## src/rtl/fsub_seq_ctrl.sv

```systemverilog
// ---------------------------------------------------------------------------
// fsub_seq_ctrl
// Multi-cycle wide subtractor. One fsub_4b nibble subtractor is reused
// NIBBLES times, least-significant nibble first. The borrow is chained
// through a register between nibbles. The result and the final borrow are
// published together with a one-cycle DONE pulse.
//
// Optional build macro:
//   FSUB_SEQ_SAT_EN - saturating mode. When the final borrow is 1, DIFF
//                     loads zero instead of the wrapped difference.
//                     BOUT still reports the borrow.
// ---------------------------------------------------------------------------
`timescale 1ns/1ps

// 4-bit subtractor: SUM = A - B - CIN mod 16, BORROW = (A < B + CIN)
module fsub_4b (
    output logic [3:0] SUM,
    output logic       BORROW,
    input  logic [3:0] A,
    input  logic [3:0] B,
    input  logic       CIN
);
    logic [4:0] diff5_s;

    // 5-bit subtraction; bit 4 is set exactly when the result went negative
    always_comb begin
        diff5_s = {1'b0, A} - {1'b0, B} - {4'b0000, CIN};
    end

    assign SUM    = diff5_s[3:0];
    assign BORROW = diff5_s[4];
endmodule

module fsub_seq_ctrl #(
    parameter int NIBBLES = 4
) (
    input  logic                   CLK,
    input  logic                   RST,
    input  logic                   START,
    input  logic [4*NIBBLES-1:0]   A,
    input  logic [4*NIBBLES-1:0]   B,
    input  logic                   BIN,
    output logic                   READY,
    output logic [4*NIBBLES-1:0]   DIFF,
    output logic                   BOUT,
    output logic                   DONE
);
    localparam int W  = 4 * NIBBLES;
    localparam int IW = (NIBBLES > 1) ? $clog2(NIBBLES) : 1;

    localparam logic [IW-1:0] LAST_IDX = IW'(NIBBLES - 1);
    localparam logic [IW-1:0] IDX_ONE  = IW'(1);

    localparam logic [1:0] ST_IDLE = 2'd0;
    localparam logic [1:0] ST_RUN  = 2'd1;
    localparam logic [1:0] ST_DONE = 2'd2;

    // Registered state and datapath
    logic [1:0]    state_q,  state_d;
    logic [W-1:0]  a_q,      a_d;      // latched minuend, shifted right per nibble
    logic [W-1:0]  b_q,      b_d;      // latched subtrahend, shifted right per nibble
    logic [W-1:0]  acc_q,    acc_d;    // result accumulator, filled from the top
    logic          borrow_q, borrow_d;
    logic [IW-1:0] idx_q,    idx_d;
    logic [W-1:0]  diff_q,   diff_d;
    logic          bout_q,   bout_d;
    logic          ready_q,  ready_d;
    logic          done_q,   done_d;

    // Nibble subtractor I/O; inputs come straight from register bits
    logic [3:0] nib_sum_s;
    logic       nib_borrow_s;

    // Shifting the operands keeps the active nibble in bits [3:0], so the
    // subtractor sees register outputs with no index multiplexer in front.
    fsub_4b u_fsub_4b (nib_sum_s, nib_borrow_s, a_q[3:0], b_q[3:0], borrow_q);

    // Next-state and datapath decode for the IDLE/RUN/DONE sequencer
    always_comb begin
        state_d  = state_q;
        a_d      = a_q;
        b_d      = b_q;
        acc_d    = acc_q;
        borrow_d = borrow_q;
        idx_d    = idx_q;
        diff_d   = diff_q;
        bout_d   = bout_q;
        ready_d  = ready_q;
        done_d   = 1'b0;

        case (state_q)
            ST_IDLE: begin
                if (START) begin
                    state_d  = ST_RUN;
                    a_d      = A;
                    b_d      = B;
                    borrow_d = BIN;
                    acc_d    = {W{1'b0}};
                    idx_d    = {IW{1'b0}};
                    ready_d  = 1'b0;
                end else begin
                    ready_d  = 1'b1;
                end
            end
            ST_RUN: begin
                a_d      = a_q >> 4;
                b_d      = b_q >> 4;
                acc_d    = (acc_q >> 4) | (W'(nib_sum_s) << (W - 4));
                borrow_d = nib_borrow_s;
                idx_d    = idx_q + IDX_ONE;
                if (idx_q == LAST_IDX) begin
                    state_d = ST_DONE;
                    done_d  = 1'b1;
                    bout_d  = nib_borrow_s;
`ifdef FSUB_SEQ_SAT_EN
                    if (nib_borrow_s) begin
                        diff_d = {W{1'b0}};
                    end else begin
                        diff_d = acc_d;
                    end
`else
                    diff_d = acc_d;
`endif
                end else begin
                    state_d = ST_RUN;
                end
            end
            ST_DONE: begin
                state_d = ST_IDLE;
                ready_d = 1'b1;
            end
            default: begin
                state_d = ST_IDLE;
                ready_d = 1'b1;
            end
        endcase
    end

    // State and datapath registers with synchronous reset
    always_ff @(posedge CLK) begin
        if (RST) begin
            state_q  <= ST_IDLE;
            a_q      <= {W{1'b0}};
            b_q      <= {W{1'b0}};
            acc_q    <= {W{1'b0}};
            borrow_q <= 1'b0;
            idx_q    <= {IW{1'b0}};
            diff_q   <= {W{1'b0}};
            bout_q   <= 1'b0;
            ready_q  <= 1'b1;
            done_q   <= 1'b0;
        end else begin
            state_q  <= state_d;
            a_q      <= a_d;
            b_q      <= b_d;
            acc_q    <= acc_d;
            borrow_q <= borrow_d;
            idx_q    <= idx_d;
            diff_q   <= diff_d;
            bout_q   <= bout_d;
            ready_q  <= ready_d;
            done_q   <= done_d;
        end
    end

    assign READY = ready_q;
    assign DONE  = done_q;
    assign DIFF  = diff_q;
    assign BOUT  = bout_q;
endmodule
```

## config.mk

```make
export PLATFORM = sky130hd
export DESIGN_NAME = fsub_seq_ctrl
export DESIGN_NICKNAME = d
export VERILOG_FILES = /design/src/rtl/fsub_seq_ctrl.sv
export SDC_FILE = /design/constraint.sdc
export NUM_CORES = 1
export LEC_CHECK = 0
export CORE_MARGIN = 5
export CORE_UTILIZATION = 25
export CTS_CLUSTER_SIZE = 20
export DETAILED_ROUTE_END_ITERATION = 8
export PLACE_DENSITY = 0.54
export SYNTH_ARGS = -nofsm -noshare
export SYNTH_HDL_FRONTEND = slang
export SYNTH_SLANG_ARGS = --single-unit
export TNS_END_PERCENT = 50
```

## constraint.sdc

```tcl
create_clock -name CLK -period 1.8 [get_ports CLK]
set_input_delay 0.36 -clock CLK [delete_from_list [all_inputs] [get_ports CLK]]
set_output_delay 0.36 -clock CLK [all_outputs]
set_load 0.02 [all_outputs]
```

* After elaboration in Yosys (flattened, before gate mapping)
Index checks and enable logic that the tools add are counted.
Storage, ports and cells: register bits after elaboration 72, bits of input ports 36, word-level logic and storage cells 39
Operators by class: add/sub/neg operators 3, equal/unequal tests 3, mux-type cells 16, bitwise operators 2, reduce and logical (&&, ||, !) cells 5
Operators with widths (number):
- $pmux 16 s2 | 3
- $mux 16 | 3
- $or 12x16->16 | 1
- $pmux 2 s2 | 2
- $mux 2 | 3
- $sub 4x4->5 | 1
- $sub 5x1->5 | 1
- $pmux 1 s2 | 2
- $reduce_and 2->1 | 2
- $mux 1 | 3
- $add 2x1->2 const B | 1
- $eq 2x1->1 const B | 1
- $eq 2x2->1 const B | 1
- $logic_not 2->1 | 1
- $ne 2x2->1 const B | 1
- $reduce_bool 2->1 | 1
- $reduce_or 2->1 | 1
- $not 1->1 | 1

* Depth between registers and ports, before layout
depth after elaboration 4, gate-level depth with buffers 8

* By module
From an unflattened synthesis, not the netlist that was laid out.
Second synthesis, totals: cell total of the unflattened synthesis 315, area total of the unflattened synthesis 3021.6 um2
Modules (own cells, without submodules):
- fsub_seq_ctrl | instances 1, cells each 291, area each 2813.9 um2, seq. area each 1361.3 um2
- fsub_4b | instances 1, cells each 24, area each 207.7 um2, seq. area each 0.0 um2

* Worst setup path before layout
No wires, ideal clock.
path kind flip-flop to flip-flop, from register b_q[0], to register borrow_q, setup time 95 ps, arrival time 1776 ps, data required time 1705 ps, path slack -71 ps, stages on the path, launching flop included 8, path buffers 0, period minus slack after synthesis 1871 ps, cells stage by stage dfxtp_1 inv_1 fa_1 fa_1 nand2b_1 a21oi_1 xnor2_1 o311ai_1
On the way: longest elaborated chain between the ends 3
Ends and longest elaborated chain:
- from (decl) | RTL line 61 | logic [W-1:0] b_q, b_d;
- from (signal assigned) | RTL line 144 | b_q <= {W{1'b0}};
- $sub 4x4->5 | RTL line 27 | diff5_s = {1'b0, A} - {1'b0, B} - {4'b0000, CIN};
- $sub 5x1->5 | RTL line 27
- $pmux 1 s2 | RTL line 91 | case (state_q)
- to (signal assigned) | RTL line 157 | borrow_q <= borrow_d;
- to (decl) | RTL line 63 | logic borrow_q, borrow_d;
Every way passes these cells. A chain may end at the register's enable or synchronous reset.

* Worst setup path after layout
Ends and elaborated chain as after synthesis.

==> flow_summary.json <==
{
  "multi_input_area_um2": 1410,
  "antenna_found_initial": 0,
  "hold_viol_final": 0,
  "placed_cell_area_um2": 3660,
  "vdd_drop_max_mv": 0.483,
  "cp_num_cells": 7,
  "final_cell_area_um2": 4020,
  "busiest_layer": "met2",
  "powerDensity_nw_per_um2": 1010,
  "vias": 2487,
  "vias_per_cell": 4.50,
  "wl_um": 7040,
  "placementRows": 39,
  "setup_viol": 1,
  "n_fill_cell": 1218,
  "num_antenna_cells": 0,
  "hold_slack_ns": 0.452,
  "synth_xor_area_share_pct": 1.20,
  "grt_usage_pct": 10.5,
  "outcome": "finished with violations",
  "grt_max_degree": 37,
  "critical_path.top_delay_family": "adder cells",
  "final_common_cell": "nand2_1",
  "cts_buffer_depth": 2,
  "timing.fmax_ghz": 0.555,
  "syn_inst": 349,
  "final_cell_mix": "nand2_1, dfxtp_1, nor2_1",
  "synth_seq_cells": 68,
  "fin_crit_sh_pct": 100,
  "final_cells": 553,
  "relSlewSlack_pct": 54.0,
  "firstDrtPassIters": 4,
  "failed_checks": "negative setup slack",
  "worst_pin_slew_ns": 0.689,
  "initial_core_util_pct": 25.5,
  "cts_tree": "built",
  "drc": 0,
  "ios": 55,
  "ys_seq_area_share_pct": 46.7,
  "syn-num-nets": 394,
  "reg2reg_depth": 7,
  "synth_top_family_by_area": "simple AND/OR/NAND/NOR gates",
  "skew_ns": 0.00823,
  "dieWidth_um": 118,
  "overflow": 0,
  "required_ns": 2.03,
  "fp.dieH_um": 118,
  "worst_slack_ns": -0.00280,
  "rsz0062_at_grt": "yes",
  "core-area_um2": 11400,
  "ys_types": 32,
  "drt_iter0_drc": 110,
  "synthAdderAreaFrac_pct": 4.38,
  "synthSimpleGateAreaFrac_pct": 21.2,
  "nNetsFinal": 450,
  "grt.met1_usage_pct": 13.0,
  "synth.avg_cell_area_um2": 8.35,
  "syn2layout_area_growth_pct": 37.9,
  "dpl.hpwl_um": 5070,
  "yosys_warnings": 0,
  "synth_compound_area_share_pct": 19.8,
  "clkSinkCount": 68,
  "synthMuxAreaShare_pct": 0,
  "cp_slowest_cell": "fa_2",
  "crit_top_cell": "fa_2",
  "ant_nets": 0,
  "fin_tns_setup_ns": -0.00280,
  "path_cells": "inv_2, fa_2, fa_2, nand2b_4, a21oi_4, xnor2_2, o311ai_1",
  "crit_type": "register to register",
  "cts_buffers": 9,
  "synth_area_um2": 2920,
  "io_buffers": 54,
  "htreeDepth": 3,
  "path_clk_slew_ns": 0.06,
  "setup.worst_path.end_class": "register",
  "period_needed_ns": 1.80,
  "postCtsHoldBufs": 0,
  "grt_pass1_wl_um": 12100,
  "drv_slew": 0,
  "critPathBufInv": 1,
  "cts_root_buffer": "clkbuf_16",
  "crit_arrival_ns": 2.03,
  "p_leak_nw": 1.52,
  "holdPathStages": 2,
  "hold_path.class": "register to register",
  "placed_cells": 535,
  "seq_area_um2": 1370,
  "post_drt_wl_per_cell_um": 12.7,
  "gp_congestion": 0.736,
  "clkLatencyLatePin_ns": 0.33,
  "max_stage_delay_ns": 0.37,
  "crit_path_start_kind": "register",
  "path_max_fanout": 2,
  "drive_above_1_share_pct": 14.6,
  "grt_use_met3_pct": 3.84,
  "maxCapViolations": 0,
  "met2_usage_pct": 16.7,
  "finalCoreUtilization_pct": 35.2,
  "dieArea_um2": 13900,
  "grt_pass1_vias": 2510
}
[cells by family after synthesis]
| logic type | Yosys count |
|---|---|
| and+or+nand+nor | 149 |
| AOI/OAI and AO/OA | 79 |
| DFF | 68 |
| buffers and inverters | 40 |
| adders and majority gates | 9 |
| xor gates and xnor gates | 4 |
[cells in the mapped netlist, drive strengths merged]
master | n | share of area [%]
nor3 | 1 | 0.17
dfxtp | 68 | 47
a211oi | 3 | 1.3
a22oi | 10 | 2.6
o311ai | 1 | 0.30
nor2 | 58 | 7.5
nand2b | 2 | 0.43
o31ai | 2 | 0.51
o21ai | 1 | 0.17
and2 | 1 | 0.30
ha | 7 | 3.0
nand4b | 1 | 0.30
or2 | 1 | 0.21
a311oi | 22 | 6.6
o221a | 2 | 0.77
or3 | 1 | 0.21
nand2 | 72 | 9.4
xnor2 | 4 | 1.2
buf | 18 | 3.9
a2bb2oi | 7 | 2.1
fa | 2 | 1.4
clkbuf | 11 | 1.4
a32oi | 1 | 0.30
inv | 11 | 1.4
nand3b | 3 | 0.77
a21oi | 30 | 5.2
nor2b | 9 | 2.0
[report_power, final]
part	total, mW	leakage [nW]	switching, mW	internal [mW]
Combinational	0.651	0.810	0.310	0.341
Clock	1.75	0.150	0.671	1.08
Sequential	1.65	0.557	0.0574	1.59
Total	4.05	1.52	1.04	3.01
[metrics by stage]
stage | total power [mW] | setup slack (ns)
floorplan | 2.03 | 0.0359
global placement | 2.26 | -0.0718
detailed placement | 2.27 | -0.124
CTS | 4.08 | -0.0647
global route | 4.25 | -0.110
finish | 4.05 | -0.00280
[final timing paths]
check | from | end | slack (ns)
min reg2reg | DIFF[13]$_SDFFE_PP0P_ | DIFF[13]$_SDFFE_PP0P_ | 0.45
max reg2reg | b_q[0]$_SDFFE_PP0P_ | borrow_q$_SDFFE_PP0P_ | -0.003
max | b_q[0]$_SDFFE_PP0P_ | borrow_q$_SDFFE_PP0P_ | -0.003
min | DIFF[13]$_SDFFE_PP0P_ | DIFF[13]$_SDFFE_PP0P_ | 0.45
[registers in the layout (all words and copies together), names as in the netlist]
signal    cells
borrow_q      1
state_q       2
idx_q         2
DONE          1
acc_q        12
b_q          16
DIFF         16
a_q          16
BOUT          1
READY         1
[routing by layer]
| layer | vias up | share of wire [%] |
|---|---|---|
| met4 | 0 | 0.92 |
| met5 | - | 0 |
| met2 | 54 | 45 |
| li1 | 1297 | - |
| met1 | 1129 | 49 |
| met3 | 7 | 5.2 |
[worst min-delay path, stage by stage, from the launching register on]
cell	delay, ns
dfxtp_1	0.30
nand2_1	0.05
a21oi_1	0.05
[cell type report]
type | count | share of cell area (%)
clock buffer | 9 | 5.60
tap | 143 | 4.45
sequential | 68 | 34.0
clock inverter | 7 | 1.87
timing repair buffer | 74 | 18.0
multi-input combinational | 241 | 35.1
inverter | 11 | 1.03
[timing repair]
action                                 CTS  global route
gates resized for setup                  7             7
endpoints found under the hold margin    0             0
setup buffers                            1             1
setup endpoints to repair                3             8
pin swaps                                5             9
Power figures use the tool's default switching activity.
